[src/rtl/mem_port_arbiter.sv]
// Round-robin arbiter that shares one single-port 32-bit memory between the
// CPU instruction-fetch port and data port, one transaction at a time.
module mem_port_arbiter #(
    parameter int unsigned WORD_ADDRESSED = 1,
    parameter int unsigned ACCESS_CYCLES  = 1
) (
    input  logic        clk,
    input  logic        reset,
    input  logic        i_read,
    input  logic [31:0] i_address,
    output logic        i_waitrequest,
    output logic [31:0] i_readdata,
    input  logic        d_read,
    input  logic        d_write,
    input  logic [3:0]  d_byte_en,
    input  logic [31:0] d_address,
    input  logic [31:0] d_writedata,
    output logic        d_waitrequest,
    output logic [31:0] d_readdata,
    output logic [31:0] mem_address,
    output logic        mem_read,
    output logic        mem_write,
    output logic [3:0]  mem_byte_en,
    output logic [31:0] mem_writedata,
    input  logic [31:0] mem_readdata
);
    localparam int unsigned AW = 32;
    localparam int unsigned DW = 32;
    localparam int unsigned BW = 4;
    localparam int unsigned CW = 4;
    localparam logic [CW-1:0] CNT_INIT = CW'(ACCESS_CYCLES - 1);

    typedef enum logic [1:0] {IDLE, ACCESS, DONE} state_t;
    typedef enum logic {PORT_I = 1'b0, PORT_D = 1'b1} port_t;

    state_t          state, state_nxt;
    port_t           last_grant, winner, grant_c;
    logic            start_c;
    logic            i_req_c, d_req_c;
    logic            access_c, done_c;
    logic [AW-1:0]   cmd_addr;
    logic            cmd_write;
    logic [BW-1:0]   cmd_be;
    logic [DW-1:0]   cmd_wdata;
    logic [CW-1:0]   cnt;

    assign i_req_c = i_read;
    assign d_req_c = d_read | d_write;

    always_ff @(posedge clk) begin
        if (reset) state <= IDLE;
        else       state <= state_nxt;
    end

    // Next state and round-robin grant decision
    always_comb begin
        state_nxt = state;
        grant_c   = PORT_D;
        start_c   = 1'b0;
        case (state)
            IDLE: begin
                if (i_req_c || d_req_c) begin
                    start_c   = 1'b1;
                    state_nxt = ACCESS;
                    if (i_req_c && d_req_c)
                        grant_c = (last_grant == PORT_D) ? PORT_I : PORT_D;
                    else
                        grant_c = i_req_c ? PORT_I : PORT_D;
                end
            end
            ACCESS:  if (cnt == '0) state_nxt = DONE;
            DONE:    state_nxt = IDLE;
            default: state_nxt = IDLE;
        endcase
    end

    // Command latch, access counter and per-port read data capture
    always_ff @(posedge clk) begin
        if (reset) begin
            last_grant <= PORT_D;
            winner     <= PORT_D;
            cmd_addr   <= '0;
            cmd_write  <= 1'b0;
            cmd_be     <= '0;
            cmd_wdata  <= '0;
            cnt        <= '0;
            i_readdata <= '0;
            d_readdata <= '0;
        end else begin
            if (start_c) begin
                winner     <= grant_c;
                last_grant <= grant_c;
                cnt        <= CNT_INIT;
                if (grant_c == PORT_I) begin
                    cmd_addr  <= i_address;
                    cmd_write <= 1'b0;
                    cmd_be    <= '1;
                    cmd_wdata <= '0;
                end else begin
                    cmd_addr  <= d_address;
                    cmd_write <= d_write;
                    cmd_be    <= d_byte_en;
                    cmd_wdata <= d_writedata;
                end
            end
            if (state == ACCESS) begin
                if (cnt != '0) begin
                    cnt <= cnt - CW'(1);
                end else if (!cmd_write) begin
                    if (winner == PORT_I) i_readdata <= mem_readdata;
                    else                  d_readdata <= mem_readdata;
                end
            end
        end
    end

    // Memory strobes are suppressed in any reset cycle so no access can leak out
    assign access_c      = (state == ACCESS) && !reset;
    assign done_c        = (state == DONE) && !reset;
    assign mem_address   = (WORD_ADDRESSED != 0) ? {2'b00, cmd_addr[AW-1:2]} : cmd_addr;
    assign mem_read      = access_c && !cmd_write;
    assign mem_write     = access_c && cmd_write;
    assign mem_byte_en   = access_c ? (cmd_write ? cmd_be : BW'(4'hF)) : '0;
    assign mem_writedata = cmd_wdata;

    assign i_waitrequest = i_req_c && !(done_c && (winner == PORT_I));
    assign d_waitrequest = d_req_c && !(done_c && (winner == PORT_D));

endmodule

[config.mk]
export PLATFORM = sky130hd
export DESIGN_NAME = mem_port_arbiter
export DESIGN_NICKNAME = d
export VERILOG_FILES = /design/src/rtl/mem_port_arbiter.sv
export SDC_FILE = /design/constraint.sdc
export NUM_CORES = 1
export LEC_CHECK = 0
export CAP_MARGIN = 20
export CORE_MARGIN = 2
export CORE_UTILIZATION = 41
export DETAILED_ROUTE_END_ITERATION = 16
export PLACE_DENSITY = 0.91
export SLEW_MARGIN = 20
export SYNTH_ARGS = -nofsm -noshare
export SYNTH_HDL_FRONTEND = slang
export SYNTH_SLANG_ARGS = --single-unit
[constraint.sdc]
create_clock -name clk -period 2.35 [get_ports clk]
set_input_delay 0.3525 -clock clk [delete_from_list [all_inputs] [get_ports clk]]
set_output_delay 0.3525 -clock clk [all_outputs]
set_load 0.01 [all_outputs]
==> reports/summary.log <==
INFO  final_layout   drive_above_1_share=7.68%
INFO  setup_path     cp_num_buf_inv=1
INFO  grt            grt_pass1_vias=5,474
INFO  setup_path     crit_chain=nor2b_2 > nand2_2 > a21oi_1 > clkdlybuf4s50_1
INFO  timing         fin_setup_tns=0ns
INFO  final_layout   layout_commonest_cell=sky130_fd_sc_hd__clkdlybuf4s50_1
INFO  timing         clock-skew-final=0.00778ns
INFO  cts            ctsLongestPathBuffers=2
INFO  die            die_y=123um
INFO  setup_path     worstSetupStartpointType=flop
INFO  setup_path     arrival=1.84ns
INFO  logic_synthesis dominantRegCellSynth=sky130_fd_sc_hd__dfxtp_1
INFO  timing         hold-worst-slack=0.399ns
INFO  logic_synthesis postSynth.asyncResetShare=0%
INFO  worst_hold_path worstHoldPathType=in2reg
INFO  logic_synthesis yosys_warning_count=0
INFO  cts            cts.repair_timing.setup_buffer_count=0
INFO  run            maxCapViolCount=0
INFO  placed_design  dpl_worst_slack=0.143ns
INFO  final_layout   mostFrequentLayoutCells=sky130_fd_sc_hd__clkdlybuf4s50_1 (264), sky130_fd_sc_hd__dfxtp_1 (135), sky130_fd_sc_hd__nand2_1 (128)
INFO  detailed_routing via_per_inst=5.34
INFO  power          ir_worst_vdd=0.433mV
INFO  final_layout   diodes=0
INFO  timing         post-route-worst-setup-slack=0.158ns
INFO  timing         tightest_slew=0.611ns
INFO  run_status     status=completed
INFO  setup_path     cp.required=2.00ns
INFO  die            die_area=15,100squm
INFO  setup_path     worstSetupEndpointType=primary output
INFO  logic_synthesis synth_seq_area_share=47.6%
INFO  die            design.core.area=13,900squm
INFO  detailed_routing drt_first_iter_violations=378
INFO  placed_design  dp.final_hpwl=12,600um
INFO  grt            grt_first_pass_wirelength=27,500um
INFO  final_layout   post-route-util=66.7%
INFO  power          finalPower=6810uW
INFO  cts            cts-htree-levels=4
INFO  cts            register_clock_pin_slew_on_the_reported_worst_setup_and_hold_paths=0.06ns
INFO  detailed_routing routed_wire_length_per_instance=16.7um
INFO  power          p_per_area=735nW/um^2
INFO  timing         hold_viol_final=0
INFO  cts            hold_fix_buffers_cts=0
INFO  logic_synthesis synthDistinctLibCells=44
INFO  detailed_routing detail_route.drc_violations=0
INFO  timing         max_clock_freq=456MHz
INFO  die            floorplan.initialDensity=41.9%
INFO  die            std_cell_rows=43
INFO  cts            tritoncts=yes
INFO  timing         period_share=93.3%
INFO  logic_synthesis syn_area_per_cell=8.94squm
INFO  cts            tritoncts.num_buffers=17
INFO  logic_synthesis postSynthCellCount=650
INFO  cts            root_buffer=sky130_fd_sc_hd__clkbuf_16
INFO  setup_path     cpMaxStageDelayCell=sky130_fd_sc_hd__clkdlybuf4s50_1
INFO  grt            grt_start_max_net_pins=135
INFO  grt            global_route.usage.total=23.1%
INFO  logic_synthesis synth_seq_cells=138
INFO  grt            antenna_found_initial=0
INFO  setup_path     timing.setup.critical_path_class=reg2out
INFO  die            die_w=123um
INFO  logic_synthesis synth_edf_count=0
INFO  setup_path     critical_path.top_delay_family=buffers and inverters
INFO  final_layout   layout.nets=1,025
INFO  logic_synthesis synth.cell_area=5810squm
INFO  timing         timing.final.crit_period=2.19ns
INFO  detailed_routing postRouteWirelength=18,000um
INFO  die            top_level_ports=273
INFO  detailed_routing antenna_violation_net_count_after_detailed_routing=0
INFO  setup_path     cp_max_fo=8
INFO  setup_path     crit_path_max_incr_delay=0.57ns
INFO  placed_design  port-buffer-count=266
INFO  timing         number_of_setup_violations_in_the_final_report=0
INFO  grt            grt_overflow_total=0
INFO  cts            cts.sinks=138
INFO  detailed_routing detailedRoute.firstPassIterationCount=4
INFO  placed_design  gpl.final_weighted_congestion=0.799
INFO  power          leakagePower=0.00359uW
INFO  timing         timing.slew.headroom=59.3%
INFO  timing         grt_setup_unrepaired=false
INFO  cts            worstSkewPairLatency=0.41ns
INFO  final_layout   layout-area-overhead-vs-synth=59.4%
INFO  detailed_routing routed-via-count=5,762
INFO  timing         report.final.slew_viol_count=0
==> per-layer routing <==
metal | vias up | track usage, % | wire (um)
met5 | - | 0 | 0
met3 | 29 | 8.81 | 1710
met1 | 2692 | 26.6 | 7270
li1 | 2794 | - | -
met4 | 0 | 8.81 | 318
met2 | 247 | 38.8 | 8670
==> registers in the layout, indices dropped and copies added, names as in the netlist <==
name,cells
mem_writedata,32
state,2
cmd_write,1
cnt,4
cmd_addr,30
winner,1
cmd_be,4
d_readdata,32
i_readdata,32
==> metrics by stage <==
stage	instances	area [sq um]
after floorplan	651	5810
after global placement	1048	8650
after detailed placement	1048	8650
after CTS	1079	9250
after global routing	1079	9260
final	1079	9260
==> power breakdown <==
part | total (uW) | switching, uW | leakage, uW | internal (uW)
Sequential | 2650 | 116 | 0.00113 | 2540
Clock | 2710 | 995 | 0.000287 | 1710
Combinational | 1450 | 663 | 0.00217 | 782
==> layout make-up <==
| cell class | count | area [sq um] |
|---|---|---|
| clock inverter | 12 | 149 |
| sequential | 138 | 2770 |
| multi-input combinational | 403 | 2620 |
| tap | 180 | 225 |
| clock buffer | 19 | 453 |
| timing repair buffer | 287 | 2890 |
| inverter | 40 | 153 |
| fill | 1066 | 4620 |
==> cell usage after synthesis (2+ instances only) <==
library cell | count | area share (%)
sky130_fd_sc_hd__a211oi_1 | 30 | 3.9
sky130_fd_sc_hd__a21oi_1 | 39 | 3.4
sky130_fd_sc_hd__a311oi_1 | 30 | 4.5
sky130_fd_sc_hd__buf_1 | 4 | 0.26
sky130_fd_sc_hd__buf_2 | 8 | 0.69
sky130_fd_sc_hd__buf_4 | 2 | 0.26
sky130_fd_sc_hd__buf_6 | 3 | 0.58
sky130_fd_sc_hd__clkbuf_1 | 53 | 3.4
sky130_fd_sc_hd__dfxtp_1 | 138 | 48
sky130_fd_sc_hd__inv_1 | 39 | 2.5
sky130_fd_sc_hd__mux2i_1 | 64 | 11
sky130_fd_sc_hd__nand2_1 | 129 | 8.3
sky130_fd_sc_hd__nor2_1 | 7 | 0.45
sky130_fd_sc_hd__nor3b_1 | 3 | 0.39
sky130_fd_sc_hd__nor4_1 | 3 | 0.32
sky130_fd_sc_hd__o21ai_0 | 32 | 2.8
sky130_fd_sc_hd__o221a_1 | 4 | 0.78
sky130_fd_sc_hd__o32ai_1 | 32 | 4.8
sky130_fd_sc_hd__or3_1 | 3 | 0.32
sky130_fd_sc_hd__or3b_1 | 2 | 0.30
sky130_fd_sc_hd__or4_1 | 2 | 0.26
==> worst paths after layout <==
check / startpoint / to / slack [ns] / cells past startpoint
max: state[0]$_SDFFE_PP0P_ / mem_byte_en[3] / 0.16 / 4
min: reset / state[1]$_SDFFE_PP0P_ / 0.40 / 4
max reg2reg: cnt[0]$_SDFF_PP0_ / i_readdata[5]$_SDFFE_PP0P_ / 0.20 / 5
min reg2reg: d_readdata[1]$_SDFFE_PP0P_ / d_readdata[1]$_SDFFE_PP0P_ / 0.45 / 2
==> repair_timing <==
action	CTS	global route
endpoints found under the setup margin	6	8
gates resized for setup	2	5
hold endpoints to repair	0	0
==> cells by family (layout without fill, tap and decap cells) <==
kind of cell	after synthesis	in the layout	share of synthesized area, %
compound gates	178	178	21.6
fa+ha+maj	1	1	0.215
buf+inv	110	358	7.80
mux	64	64	11.0
simple gates	158	158	11.7
flops	138	138	47.6
other cells	1	2	0.0646
==> worst min-delay path, delay by kind of cell <==
kind | cells | cell delay, ns
simple gates | 2 | 0.18
buf+inv | 2 | 0.22
(Power assumes the default switching activity.)
